**config.mk**
```make
export PLATFORM = sky130hd
export DESIGN_NAME = xy_vector_scheduler
export DESIGN_NICKNAME = d
export VERILOG_FILES = /design/src/rtl/xy_sched_pkg.sv /design/src/rtl/xy_point_ram.sv /design/src/rtl/xy_vector_scheduler.sv
export SDC_FILE = /design/constraint.sdc
export NUM_CORES = 1
export LEC_CHECK = 0
export BUFFER_PORTS_ARGS = -buffer_cell sky130_fd_sc_hd__buf_2
export CAP_MARGIN = 25
export CORE_ASPECT_RATIO = 1.4
export CORE_MARGIN = 2
export CORE_UTILIZATION = 40
export CTS_CLUSTER_DIAMETER = 200
export DETAILED_ROUTE_END_ITERATION = 8
export SLEW_MARGIN = 40
export SYNTH_ARGS = -nofsm -noshare
export SYNTH_HDL_FRONTEND = slang
export SYNTH_SLANG_ARGS = --single-unit
```
**constraint.sdc**
```tcl
create_clock -name clk -period 5.33 [get_ports clk]
set_input_delay 1.599 -clock clk [delete_from_list [all_inputs] [get_ports clk]]
set_output_delay 1.599 -clock clk [all_outputs]
set_load 0.05 [all_outputs]
```
**src/rtl/xy_sched_pkg.sv**
```systemverilog
// Shared types and constants for the XY vector scheduler.
package xy_sched_pkg;

  localparam int unsigned DEPTH      = 32;
  localparam int unsigned GAP_CYCLES = 16;

  // Display-list entry layout: {blank, y[6:0], x[7:0]}.
  localparam int unsigned BLANK_BIT = 15;
  localparam int unsigned Y_MSB     = 14;
  localparam int unsigned Y_LSB     = 8;
  localparam int unsigned X_MSB     = 7;

  typedef enum logic [1:0] {
    StIdle,
    StLoad,
    StDwell,
    StGap
  } state_e;

endpackage

```
**src/rtl/xy_point_ram.sv**
```systemverilog
// Display-list storage: one synchronous write port, one asynchronous read port, no reset.
module xy_point_ram #(
  parameter int unsigned Depth = 32,
  parameter int unsigned AddrW = 5
) (
  input  logic             clk,
  input  logic             we_i,
  input  logic [AddrW-1:0] waddr_i,
  input  logic [15:0]      wdata_i,
  input  logic [AddrW-1:0] raddr_i,
  output logic [15:0]      rdata_o
);

  logic [15:0] mem_q [Depth];

  // Write port; contents survive reset.
  always_ff @(posedge clk) begin
    if (we_i) begin
      mem_q[waddr_i] <= wdata_i;
    end
  end

  assign rdata_o = mem_q[raddr_i];

endmodule

```
**src/rtl/xy_vector_scheduler.sv**
```systemverilog
// Plays a display list of XY points onto the BNC outputs with per-point dwell and blanking.
module xy_vector_scheduler
  import xy_sched_pkg::*;
#(
  parameter int unsigned Depth     = DEPTH,
  parameter int unsigned GapCycles = GAP_CYCLES,
  localparam int unsigned AddrW    = $clog2(Depth),
  localparam int unsigned LenW     = AddrW + 1,
  localparam int unsigned GapW     = (GapCycles > 1) ? $clog2(GapCycles) : 1
) (
  input  logic             clk,
  input  logic             rst_n,
  input  logic             wr_valid_i,
  output logic             wr_ready_o,
  input  logic [AddrW-1:0] wr_addr_i,
  input  logic [15:0]      wr_data_i,
  input  logic             run_i,
  input  logic [LenW-1:0]  list_len_i,
  input  logic [3:0]       dwell_i,
  output logic [7:0]       bnc_x_o,
  output logic [6:0]       bnc_y_o,
  output logic             bnc_trig_o,
  output logic             busy_o,
  output logic             frame_done_o
);

  localparam logic [GapW-1:0] GapLast = GapW'(GapCycles - 1);
  localparam logic [LenW-1:0] LenMax  = LenW'(Depth);

  state_e          state_q, state_d;
  logic [AddrW-1:0] idx_q, idx_d;
  logic [LenW-1:0]  len_q, len_d;
  logic [3:0]       dwell_q, dwell_d;
  logic [3:0]       cnt_q, cnt_d;
  logic [GapW-1:0]  gap_q, gap_d;
  logic [7:0]       x_q, x_d;
  logic [6:0]       y_q, y_d;
  logic             trig_q, trig_d;
  logic             done_q, done_d;

  logic [15:0]      rdata;
  logic [LenW-1:0]  len_clamped;
  logic             start;

  assign wr_ready_o  = (state_q == StIdle) || (state_q == StGap);
  assign len_clamped = (list_len_i > LenMax) ? LenMax : list_len_i;

  xy_point_ram #(
    .Depth (Depth),
    .AddrW (AddrW)
  ) u_ram (
    .clk     (clk),
    .we_i    (wr_valid_i && wr_ready_o),
    .waddr_i (wr_addr_i),
    .wdata_i (wr_data_i),
    .raddr_i (idx_q),
    .rdata_o (rdata)
  );

  // Next-state, counters and output-register updates.
  always_comb begin
    state_d = state_q;
    idx_d   = idx_q;
    len_d   = len_q;
    dwell_d = dwell_q;
    cnt_d   = cnt_q;
    gap_d   = gap_q;
    x_d     = x_q;
    y_d     = y_q;
    trig_d  = trig_q;
    done_d  = 1'b0;
    start   = 1'b0;

    unique case (state_q)
      StIdle: begin
        start = run_i;
      end
      StLoad: begin
        x_d     = rdata[X_MSB:0];
        y_d     = rdata[Y_MSB:Y_LSB];
        trig_d  = ~rdata[BLANK_BIT];
        cnt_d   = dwell_q;
        state_d = StDwell;
      end
      StDwell: begin
        if (cnt_q == 4'd0) begin
          trig_d = 1'b0;
          if ({1'b0, idx_q} == len_q - LenW'(1)) begin
            gap_d   = GapLast;
            done_d  = 1'b1;
            state_d = StGap;
          end else begin
            idx_d   = idx_q + AddrW'(1);
            state_d = StLoad;
          end
        end else begin
          cnt_d = cnt_q - 4'd1;
        end
      end
      StGap: begin
        if (gap_q == '0) begin
          start = run_i;
          if (!run_i) begin
            state_d = StIdle;
          end
        end else begin
          gap_d = gap_q - GapW'(1);
        end
      end
      default: state_d = StIdle;
    endcase

    // Frame start: latch parameters; an empty list goes straight to another gap.
    if (start) begin
      len_d   = len_clamped;
      dwell_d = dwell_i;
      idx_d   = '0;
      if (len_clamped == '0) begin
        gap_d   = GapLast;
        done_d  = 1'b1;
        state_d = StGap;
      end else begin
        state_d = StLoad;
      end
    end
  end

  // State and output registers with synchronous reset.
  always_ff @(posedge clk) begin
    if (!rst_n) begin
      state_q <= StIdle;
      idx_q   <= '0;
      len_q   <= '0;
      dwell_q <= '0;
      cnt_q   <= '0;
      gap_q   <= '0;
      x_q     <= '0;
      y_q     <= '0;
      trig_q  <= 1'b0;
      done_q  <= 1'b0;
    end else begin
      state_q <= state_d;
      idx_q   <= idx_d;
      len_q   <= len_d;
      dwell_q <= dwell_d;
      cnt_q   <= cnt_d;
      gap_q   <= gap_d;
      x_q     <= x_d;
      y_q     <= y_d;
      trig_q  <= trig_d;
      done_q  <= done_d;
    end
  end

  assign bnc_x_o      = x_q;
  assign bnc_y_o      = y_q;
  assign bnc_trig_o   = trig_q;
  assign busy_o       = (state_q != StIdle);
  assign frame_done_o = done_q;

endmodule

```
======== Word-level counts from Yosys, hierarchy flattened ========
Memory sizes are Yosys's and may differ from the RTL's. A register that Yosys moved wholly into a read port is not among the register bits.
Cells that the tools add are included.
word-level totals
  register bits ........................... 42
  RAM bits ................................ 512
  input bits .............................. 35
  output and inout bits ................... 19
  memories ................................ 1
memory list
  memory       words  bits a word  rd ports  clocked after Yosys merged registers in  wr ports  line                RTL
  u_ram.mem_q  32     16           1         1                                        1         xy_point_ram.sv:14  logic [15:0] mem_q [Depth];
cells by class
  add/sub/neg operators ................... 4
  order comparisons ....................... 1
  equality and inequality tests ........... 9
  muxes and demuxes ....................... 29
  bitwise operators ....................... 3
  reductions and logical operators ........ 14
operator list
  operator             count
  $mux 4               6
  $pmux 4 s2           2
  $mux 2               6
  $mux 5               2
  $mux 1               9
  $logic_not 4->1      2
  $sub 4x1->4 const B  2
  $eq 5x6->1           1
  $gt 6x6->1 const B   1
  $logic_not 6->1      1
  $mux 6               1
  $ne 3x3->1 const B   2
  $pmux 2 s3           1
  $sub 6x1->6 const B  1
  $add 5x1->5 const B  1
  $eq 2x2->1 const B   2
  $ne 2x2->1 const B   2
  $pmux 1 s2           2
  $reduce_and 2->1     2
  $reduce_and 4->1     1
  $reduce_bool 2->1    2
  $reduce_bool 4->1    1
  $ne 3x2->1 const B   1
  $not 1->1            3
  6 further kinds      6

======== Longest topological paths before layout ========
Gate-level depths: netlist (run 1).
  word-level depth ........................ 7
  gate-level depth with buffers ........... 9
  mapped depth without buffers ............ 7

======== Hierarchy ========
Synthesis (run 1) repeated with hierarchy kept, for this count alone.
second synthesis, totals
  cells, all modules ...................... 1364
  area total of the unflattened synthesis .. 22345.2 um^2
modules (own cells, without submodules)
  module               times used  cells an instance  area an instance (um^2)  seq. area each (um^2)
  xy_point_ram         1           1127               20215.6                  15374.7
  xy_vector_scheduler  1           237                2129.5                   840.8

======== Worst setup path after synthesis (run 1) ========
No wires, ideal clock.
  kind .................................... in2reg
  from .................................... in wr_valid_i
  to ...................................... mem u_ram.mem_q[14][0], enable pin
  data arrival time ....................... 3.012 ns
  setup slack ............................. 1.930 ns
  cell stages on the path ................. 4
  cells stage by stage .................... nand2_1 -> or3b_2 -> clkbuf_1 -> nor2_1
on the way
  word-level cells in the longest chain between the ends .. 3
RTL lines
  item                          line                       RTL
  start, declared               xy_vector_scheduler.sv:13  input logic wr_valid_i,
  $logic_and 1x1->1             xy_vector_scheduler.sv:53  .we_i (wr_valid_i && wr_ready_o),
  $mux 1                        xy_point_ram.sv:18         if (we_i) begin
  $mux 1 (implied by the code)  xy_point_ram.sv:19         mem_q[waddr_i] <= wdata_i;
  end, declared                 xy_point_ram.sv:14
No other way between the ends.

======== Final worst setup path (run 1) ========
  from .................................... reg state_q[1]
  to ...................................... out wr_ready_o
on the way
  word-level cells in the longest chain between the ends .. 2
RTL lines
  item                                           line                        RTL
  start, declared                                xy_vector_scheduler.sv:30   state_e state_q, state_d;
  start signal, assigned                         xy_vector_scheduler.sv:131  state_q <= StIdle;
  start signal, assigned                         xy_vector_scheduler.sv:142  state_q <= state_d;
  $eq 2x2->1 or $logic_not 2->1 (tied branches)  xy_vector_scheduler.sv:45   assign wr_ready_o = (state_q == StIdle) || (state_q == StGap);
  $logic_or 1x1->1 *                             xy_vector_scheduler.sv:45
  end, declared                                  xy_vector_scheduler.sv:14   output logic wr_ready_o,
Every way passes the cells marked *; elsewhere a longest branch is shown, timed or not.

==> impl.org, run 1 <==
** GRT
- Entering global routing, the biggest net connects 76 pins.
- Global routing used 17.8% of the available tracks across all layers.
- The first global-routing pass estimated 73300 um of wire.
- Number of global-route vias before repair :: 11200
- For this run the aggregate overflow at the end of global routing stands at 0.
- The initial antenna violation count came to 2.

** Worst hold path
- Hold/Removal Path Class :: reg -> reg

** Route
- Vias post-DR :: 10700
- Routed Antenna Nets :: 0
- Vias per Instance :: 5.49
- In the routed design, unresolved DRC markers number 0.
- In the final routed layout, each cell accounts on average for 25.2 um.
- Total routed wirelength :: 49200 um
- TritonRoute pass-1 iters :: 5
- Drt initial violations :: 868

** Setup path
- Critical-path maximum fanout :: 5
- Data arrival time of the critical path :: 2.06 ns
- Most repeated library cell on the critical path :: sky130_fd_sc_hd__inv_1
- End of the critical path :: wr_ready_o
- Origin of the worst setup path :: state_q[1]
- Together, buffers and inverters on the worst path number 3.
- Worst Reg2Reg Path Length in Cells :: 7
- R2r setup slk :: 2.32 ns
- For this design, the slowest cell found on the critical path is sky130_fd_sc_hd__dfxtp_1.
- Cells along the critical path :: inv_1, ha_1, inv_1, buf_2
- The critical path is of the reg -> out type.
- Critical R2R Capture :: u_ram.mem_q[6][13]
- In this design, the stage delay of the slowest critical-path cell is 0.41 ns.
- At the worst endpoint, the required time is 3.73 ns.
- Crit path max-delay family :: buffers and inverters
- In this run the number of cells on the critical path is 4.
- In this run the critical register-to-register path is launched from state_q[1].
- The worst setup path is launched from a flip-flop.
- Category of the worst setup path capture point :: output port

** STA
- The worst path meets setup with 1.67 ns of slack.
- Headroom to the max-slew limit :: 49.2%
- In the finished design, the share of the clock period the worst path needs comes to 68.6%.
- At the pin with the least slew margin, the transition time is 0.762 ns.
- Setup repair after global routing left no endpoint under its margin.
- Setup skew after layout :: 0.0186 ns
- Final setup violating endpoints :: 0
- Tmin final :: 3.66 ns
- Fmax :: 0.274 GHz
- Total Neg Setup Slack :: 0 ns
- Total count of hold-check failures in the final report :: 0
- Number of max-slew violations in the final report :: 0
- Final-layout worst hold slack :: 0.446 ns

** Cells and area
- Layout cell share with drive strength beyond 1 :: 25.4%
- The repair_antennas step left the layout with diodes totalling 0.
- The final layout contains 1236 nets.
- Compared with the post-synthesis result, the final layout area differs by 12.9%.
- Count of placed standard cells in the final layout, fillers left out :: 1956
- Number of fill cells in the layout :: 4587

** Die
- Starting Density :: 40.3%
- Core area :: 54000 um2
- Floorplan die width :: 201 um
- 54 I/O pins were placed.
- Row Count :: 101
- Total Die Area :: 56300 um2
- The floorplan step set the die height to 280 um.

** Clock network
- Clock root cell :: sky130_fd_sc_hd__clkbuf_16
- TritonCTS built the clock tree.
- The clock reaches the later pin of the worst-skew pair after 0.60 ns.
- Count of hold-fix buffers inserted at cts :: 0
- The clock passes through at most 3 buffers.
- The H-tree was split into 2 levels.
- Post-CTS Setup Inserts :: 0
- Number of buffers added by the clock tree synthesis step :: 52
- Worst-path clk slew :: 0.06 ns
- CTS saw 559 sinks.
- Post-cts repair resize count :: 0

** Placed design
- Placed Instances :: 1859
- IO buf count :: 53
- At the end of routability-driven placement, the weighted congestion stood at 0.812.
- Estimated wirelength of the detail-placed design :: 30900 um
- Pre-CTS setup slack :: 1.79 ns

** Job
- Max-cap violations in this run came to 0.

** Synthesis
- Top cell type by total area after synthesis :: sky130_fd_sc_hd__edfxtp_1
- Cell with the most instances after synthesis :: sky130_fd_sc_hd__edfxtp_1
- Summing the sequential cell areas from Yosys gives 75.0% of the chip area.
- Synth top area cells :: sky130_fd_sc_hd__edfxtp_1 71%, sky130_fd_sc_hd__mux4_2 12%, sky130_fd_sc_hd__dfxtp_1 4.3%
- The cell area that synthesis handed to floorplanning was 21800 um2.
- Commonest cells in the synthesized netlist :: 512 x sky130_fd_sc_hd__edfxtp_1, 119 x sky130_fd_sc_hd__mux4_2, 69 x sky130_fd_sc_hd__nor2_1
- Post-synth top area share :: 70.7%
- Number of warnings reported in the yosys synthesis log :: 0
- Distinct cells, synth :: 57
- In the synthesized netlist the dominant register cell turns out to be sky130_fd_sc_hd__edfxtp_1.
- A synthesized cell averages 19.7 um2.
- Register bit total from synthesis :: 559
- Counting every instance in the synthesized netlist gives 1106.
- Synth async-reset ratio :: 0%
- Number of synthesized flops with an enable pin :: 512
- Post-Synthesis Net Count :: 1150

** Pwr
- Peak ir drop on the vdd network :: 0.235 mV
- Total power for the finished layout comes to 9750 uW.
- PD cells :: 397 nW/um2
- The analysis attributes to cell leakage a power of 0.00765 uW.

** Outcome
- The run finished with clean final reports.
-- kinds of logic after synthesis --
logic type / Yosys count / share of synthesized area, %
muxes: 162 / 14.4
AOI/OAI and AO/OA: 130 / 4.05
xor gates and xnor gates: 6 / 0.242
and+or+nand+nor: 169 / 4.00
DFF: 559 / 75.0
buffers and inverters: 71 / 1.77
adders and majority gates: 9 / 0.518
-- how the worst min path moves through the flow --
stage	startpoint	endpoint	slack, ns	depth (start not counted)
2_1_floorplan	cnt_q[1]	cnt_q[1]	0.45	2
3_3_place_gp	bnc_y_o[2]	bnc_y_o[2]	0.43	1
3_5_place_dp	bnc_x_o[3]	bnc_x_o[3]	0.43	1
4_1_cts	bnc_x_o[3]	bnc_x_o[3]	0.45	1
5_1_grt	bnc_y_o[2]	bnc_y_o[2]	0.46	1
6_report	bnc_x_o[3]	bnc_x_o[3]	0.45	1
-- layout make-up --
type / count / area [um2] / share of cell area (%)
Clock buffer: 65 / 1360 / 5.54
Clock inverter: 32 / 236 / 0.962
Inverter: 13 / 48.8 / 0.199
Multi-Input combinational cell: 476 / 5120 / 20.8
Sequential cell: 559 / 16300 / 66.4
Tap cell: 721 / 902 / 3.67
Timing Repair Buffer: 90 / 581 / 2.36
-- sequential cells by signal (all words and copies together), names as in the netlist, named ones only --
| name | count |
|---|---|
| bnc_trig_o | 1 |
| bnc_x_o | 8 |
| bnc_y_o | 7 |
| cnt_q | 4 |
| dwell_q | 4 |
| frame_done_o | 1 |
| gap_q | 4 |
| idx_q | 5 |
| len_q | 6 |
| state_q | 2 |
| u_ram.mem_q | 512 |
-- cells in the final DEF, fill, tap and decap left out, drive strengths merged, types with 7 or more instances in the layout --
master	netlist	routed
o22a	14	14
mux2i	32	32
mux4	120	120
a21oi	24	24
ha	9	9
nor2	69	69
dfxtp	47	47
nand2b	14	14
inv	13	16
o21ai	13	13
clkbuf	25	65
nor3	12	12
a22oi	9	9
nor4	10	10
mux2	10	10
a21o	11	11
clkinv	0	24
a31oi	8	8
o22ai	33	33
buf	33	90
nand3b	7	7
edfxtp	512	512
nand2	21	21
-- per-stage QoR --
stage,instance area (um2),utilization [%]
floorplan,21800,-
global placement,22900,42.4
detailed placement,23000,42.6
CTS,24600,45.5
global route,24600,45.5
finish,24600,45.5
-- power breakdown --
part	internal, uW	total [uW]	switching (uW)
Combinational	502	1300	802
Clock	1880	3480	1600
Sequential	4900	4970	64.0
Total	7280	9750	2470
-- per-layer routing --
layer	vias to the layer above	track usage [%]	wire length [um]
met3	84	3.50	2650
met2	298	30.0	24700
met5	-	0	28
met4	4	7.56	1900
li1	4710	-	-
met1	5639	22.5	20000
Power figures use the tool's default switching activity.
==> inputs of run 2 (changes only) <==
clock period = 3.5 ns   (was 5.33 ns; I/O delays follow)
==> impl.org, run 2 (synthesis results as in run 1) <==
** Clock network
- TritonCTS built the clock tree.
- Post-cts repair resize count :: 0
- Clock root cell :: sky130_fd_sc_hd__clkbuf_16
- TritonCTS created 52 clock buffers.
- The H-tree generated during clock tree synthesis spans 2 levels.
- The longest clock path from root to sink contains 3 buffers.
- Worst-path clk slew :: 0.06 ns
- At the later pin of the worst-skew pair, clock insertion delay measures 0.61 ns.
- Post-CTS timing repair inserted 0 buffers for setup.
- Count of hold-fix buffers inserted at cts :: 0
- CTS sink cnt :: 559

** Setup path
- Kind of launch point of the worst setup path :: flip-flop
- In this design, the stage delay of the slowest critical-path cell is 0.37 ns.
- Cells along the critical path :: inv_1, ha_1, inv_1, buf_2
- Data required time at the worst endpoint :: 2.45 ns
- Of all nets on the critical path, the largest fanout is 5.
- For the worst setup path, the data arrival time is 2.01 ns.
- Cell with the largest stage delay on the worst path :: sky130_fd_sc_hd__dfxtp_1
- STA classifies the critical path endpoint as an output port.
- The setup path with the least slack is of type reg -> out.
- By instance count, the cell type seen most on the critical path is sky130_fd_sc_hd__inv_1.

** GRT
- Global routing consumed, over all layers together, 18.1% of the routing resources.
- The total overflow left after global routing is 0.
- First-pass GRT wire length :: 75000 um
- The number of global-route vias before repair came to 11500.
- Entering global routing, the biggest net connects 42 pins.
- The initial antenna violation count came to 1.

** STA
- The total count of max-transition violations in the final report is 0.
- The worst pin sits at a relative slew slack of 49.5%.
- Slew at the pin closest to its max-slew limit :: 0.757 ns
- Final-layout worst hold slack :: 0.454 ns
- Total Neg Setup Slack :: 0 ns
- Final clock period utilization by the worst path :: 87.5%
- Setup repair after global routing left no endpoint under its margin.
- Setup violations remaining at the end of the flow were counted as 0.
- Fmax :: 0.327 GHz
- Setup skew after layout :: 0.0375 ns
- Total count of hold-check failures in the final report :: 0
- Setup slack closes at 0.439 ns.
- The clock period could shrink to 3.06 ns.

** Route
- Summing over every cut layer, the via total after detailed routing is 10900.
- Drt initial violations :: 1071
- For this run, design rule violations remaining after detail routing come to 0.
- The first detailed-routing pass took 5 iterations.
- Vias per Instance :: 5.54
- The count of nets left with antenna violations once routing finished came out at 0.
- Average wire per cell in the routed design :: 25.6 um
- After detailed routing, the total wire length is 50500 um.

** Placed design
- Pre-CTS setup slack :: 0.689 ns
- Estimated wirelength of the detail-placed design :: 31500 um
- IO buf count :: 53
- At the end of routability-driven placement, the weighted congestion stood at 0.780.
- The placed instances occupy a cell area of 23100 um2.

** Die
- Total Die Area :: 56300 um2
- Starting Density :: 40.3%
- Core area :: 54000 um2
- Die H :: 280 um
- In this run the count of I/O pins placed on the die edge is 54.
- The initialized floorplan defines 101 standard-cell rows.
- In this run the horizontal extent of the chip is 201 um.

** Cells and area
- Relative to the synthesized area, the layout overhead comes to 14.0%.
- For this run, the post-layout net count is 1256.
- More flip-flops sit in one register than any other, and that register is u_ram.mem_q.
- Ant. Diodes :: 0
- The register with the most flip-flops in the layout has 512 of them.
- Layout cell share with drive strength beyond 1 :: 26.9%
- Commonest cells after routing, fill and taps aside :: 512 x sky130_fd_sc_hd__edfxtp_1, 119 x sky130_fd_sc_hd__mux4_2, 62 x sky130_fd_sc_hd__nor2_1
- The finished cells cover 24800 um2.
- The layout has 4544 filler cells.
- Commonest non-fill, non-tap cell in the layout :: sky130_fd_sc_hd__edfxtp_1

** Pwr
- PD cells :: 614 nW/um2
- Leakage :: 0.00782 uW
- IR analysis of the VDD net gives a maximum drop of 0.355 mV.

** Job
- The tool flagged a number of max-cap violations equal to 0.

** Outcome
- Result of the run :: finished, final reports clean

** Worst hold path
- Hold/Removal Path Class :: reg -> reg
run 2: changes by cell type in the layout (fill, tap and decap cells not counted), moves of 2 or more:
| cell | previous run | this run |
|---|---|---|
| sky130_fd_sc_hd__inv_6 | 0 | 2 |
| sky130_fd_sc_hd__clkbuf_1 | 12 | 6 |
| sky130_fd_sc_hd__nor2_4 | 8 | 0 |
| sky130_fd_sc_hd__nor2_2 | 0 | 7 |
| sky130_fd_sc_hd__buf_4 | 34 | 53 |
| sky130_fd_sc_hd__clkinv_1 | 12 | 14 |
| sky130_fd_sc_hd__clkinv_4 | 0 | 2 |
| sky130_fd_sc_hd__bufinv_16 | 1 | 6 |
run 2: cell type report:
cell class,instances,area (um2),share of cell area [%]
tap,721,902,3.64
clock buffer,58,1320,5.34
inverter,13,48.8,0.197
sequential,559,16300,65.8
clock inverter,39,377,1.52
multi-input combinational,476,5070,20.5
timing repair buffer,110,743,3.00
run 2: worst paths after layout:
kind              cells past startpoint       start  slack [ns]    endpoint
hold reg to reg                       2  bnc_x_o[6]        0.45  bnc_x_o[6]
setup / recovery                      4  state_q[0]        0.44  wr_ready_o
setup reg to reg                      6   flip-flop        0.79  bnc_y_o[2]
hold / removal                        2  bnc_x_o[6]        0.45  bnc_x_o[6]
run 2: per-stage QoR:
stage,power (uW),utilization [%],instances
3_3_place_gp,9700,42.8,1878
2_1_floorplan,9150,-,1106
4_1_cts,15400,46.0,1976
6_report,15200,46.0,1976
3_5_place_dp,9740,42.8,1879
5_1_grt,15800,46.0,1976
run 2: where the power goes:
part | internal (uW) | switching (uW) | leakage [uW]
logic | 783 | 1180 | 0.00199
registers | 7460 | 137 | 0.00499
clock network | 3190 | 2470 | 0.000828
run 2: critical path, delay by kind of cell (launching register included):
family     cells  cell delay, ns
buf+inv        3            0.76
flops          1            0.37
fa+ha+maj      1            0.29
run 2: layer usage:
metal	vias up	part of all wire, %	GRT usage [%]
li1	4765	-	-
met1	5766	41	23.4
met2	327	50	30.9
met3	84	4.6	2.16
met4	2	4.1	7.65
met5	-	0.026	0
==> inputs of run 3 (changes only) <==
CORE_UTILIZATION = 61   (was 40)
PLACE_DENSITY = 0.78   (was not set)
TNS_END_PERCENT = 50   (was not set)
==> impl.org, run 3 (synthesis results as in run 1) <==
** Cells and area
- Max FFs per register :: 512
- Relative to the synthesized area, the layout overhead comes to 11.5%.
- Ant. Diodes :: 0
- Layout net count :: 1255
- Ranked by flip-flop count, first place goes to u_ram.mem_q.
- Leaving out fill and tap cells, the most frequent cell in the layout is sky130_fd_sc_hd__edfxtp_1.
- Commonest cells after routing, fill and taps aside :: 512 x sky130_fd_sc_hd__edfxtp_1, 119 x sky130_fd_sc_hd__mux4_2, 68 x sky130_fd_sc_hd__nor2_1
- Layout cell share with drive strength beyond 1 :: 25.8%

** STA
- Adding up every negative setup slack in the final design gives 0 ns.
- Number of max-slew violations in the final report :: 0
- After layout, the minimum clock period comes to 3.04 ns.
- Unrepaired setup endpoints after global routing :: false
- Crit path setup slack, layout :: 0.465 ns
- Derived from the worst setup path, the maximum achievable clock frequency is 0.329 GHz.
- Setup violations remaining at the end of the flow were counted as 0.
- Headroom to the max-slew limit :: 49.9%
- Slew at the pin closest to its max-slew limit :: 0.751 ns
- Total count of hold-check failures in the final report :: 0
- Setup skew after layout :: 0.0214 ns
- The worst path uses 86.7% of the clock period.

** Setup path
- The worst setup path is of the reg -> out kind.
- Data required time at the worst endpoint :: 2.45 ns
- Kind of launch point of the worst setup path :: flip-flop
- In this design, the largest share of critical-path delay is due to buffers and inverters.
- Of all nets on the critical path, the largest fanout is 5.
- In this run the register-to-register setup slack is 0.64 ns.
- The endpoint identified for the worst register-to-register timing path is u_ram.mem_q[14][9].
- Cell with the largest stage delay on the worst path :: sky130_fd_sc_hd__dfxtp_1
- Among the stages of the critical path, the cell type that occurs most often is sky130_fd_sc_hd__inv_1.
- The largest single stage delay on the critical path is 0.38 ns.
- Data arrival time of the critical path :: 1.99 ns
- Counting both buffers and inverters, the worst setup path holds a total of 3.
- The worst setup path is captured at an output port.
- Measured in cells, the most critical reg-to-reg path has a length of 7.
- Walking the worst path, the cells encountered are inv_1, ha_1, inv_1, buf_2.
- The startpoint identified for the worst register-to-register timing path is state_q[0].

** Worst hold path
- In this run the worst hold path is classified as reg -> reg.
- In this run the most critical hold path is launched from bnc_x_o[1].
- The path with the worst hold slack has its endpoint at bnc_x_o[1].
- Hold Path Cell Cnt :: 1

** Outcome
- Result of the run :: finished, final reports clean

** Clock network
- In this run the clock root is driven by a sky130_fd_sc_hd__clkbuf_16.
- Count of hold-fix buffers inserted at cts :: 0
- Worst skew pair latency :: 0.57 ns
- TritonCTS built the clock tree.
- In this run the number of H-tree levels came out at 2.
- Longest Clk Path Bufs :: 3
- Once the clock tree was built, the resizer swapped 0 gates to a different size.
- TritonCTS created 50 clock buffers.
- CTS sink cnt :: 559
- Post-CTS Setup Inserts :: 0
- Clock-pin slew was measured on the worst setup and hold paths at 0.07 ns.

** Route
- Average wire per cell in the routed design :: 27.6 um
- Total routed wirelength :: 47000 um
- TritonRoute pass-1 iters :: 5
- Routed Antenna Nets :: 0
- Dividing the detail-routed via count by the number of cells gives 6.61.
- Number of remaining DRC errors :: 0
- Drt initial violations :: 1166
- Summing over every cut layer, the via total after detailed routing is 11300.

** GRT
- Entering global routing, the biggest net connects 41 pins.
- Global routing used 25.9% of the available tracks across all layers.
- Number of antenna violations at the first check in global routing :: 0
- The first global-routing pass estimated 69800 um of wire.
- The total overflow left after global routing is 0.
- Number of global-route vias before repair :: 11100

** Placed design
- Estimated wirelength of the detail-placed design :: 28700 um
- Routability-driven placement finished with a final weighted congestion of 0.895.
- At the placement stage, the worst setup path has a slack of 0.644 ns.
- The count of buffers added on input and output ports is 53.

** Die
- The floorplan step defined a die boundary enclosing 37200 um2.
- For this configuration, the core starts out at a cell density of 62.0%.
- Core area :: 35100 um2
- Row Count :: 81
- In this run the vertical extent of the chip is 227 um.
- Floorplan die width :: 164 um
- 54 I/O pins were placed.

** Pwr
- For this design the static power due to leakage is 0.00772 uW.
- Across the VDD grid, the largest voltage drop is 0.550 mV.
- Dividing total power by cell area gives a power density of 604 nW/um2.

** Job
- Max-cap violations in this run came to 0.
## run 3: cell type report
| class | instances | area [um2] |
|---|---|---|
| Timing Repair Buffer | 111 | 751 |
| Inverter | 13 | 48.8 |
| Clock inverter | 21 | 166 |
| Fill cell | 2150 | 10800 |
| Tap cell | 456 | 571 |
| Clock buffer | 67 | 1350 |
| Sequential cell | 559 | 16300 |
| Multi-Input combinational cell | 476 | 5060 |
## run 3: layer usage
layer / part of all wire, % / wire, um / global-route usage (%) / vias up
met4: 3.5 / 1640 / 9.25 / 0
met1: 38 / 17700 / 35.5 / 5786
li1: - / - / - / 4742
met2: 51 / 23900 / 43.3 / 635
met3: 8.0 / 3770 / 3.63 / 101
met5: 0 / 0 / 0 / -
## run 3: worst max path at each step
stage	cells past startpoint	endpoint	slack, ns	startpoint
global placement	5	u_ram.mem_q[14][1]	0.68	wr_valid_i
floorplan	7	u_ram.mem_q[14][0]	0.53	state_q[0]
finish	4	wr_ready_o	0.46	state_q[0]
CTS	4	wr_ready_o	0.47	state_q[0]
global route	4	wr_ready_o	0.41	state_q[0]
detailed placement	5	u_ram.mem_q[14][9]	0.64	wr_valid_i
## run 3: power by group
| group | switching [uW] | total, uW | internal, uW |
|---|---|---|---|
| combinational | 1180 | 1970 | 795 |
| clock | 2270 | 5110 | 2840 |
| sequential | 123 | 7590 | 7470 |
| total | 3570 | 14700 | 11100 |
## run 3: per-stage QoR
step | cells | hold slack [ns] | cell area, um2 | total power, uW | util, %
floorplan | 1106 | 0.447 | 21800 | 9150 | -
global placement | 1615 | 0.430 | 22800 | 9650 | 64.9
detailed placement | 1615 | 0.434 | 22800 | 9690 | 64.9
CTS | 1703 | 0.448 | 24300 | 14700 | 69.2
global route | 1703 | 0.491 | 24300 | 15100 | 69.2
finish | 1703 | 0.447 | 24300 | 14700 | 69.2
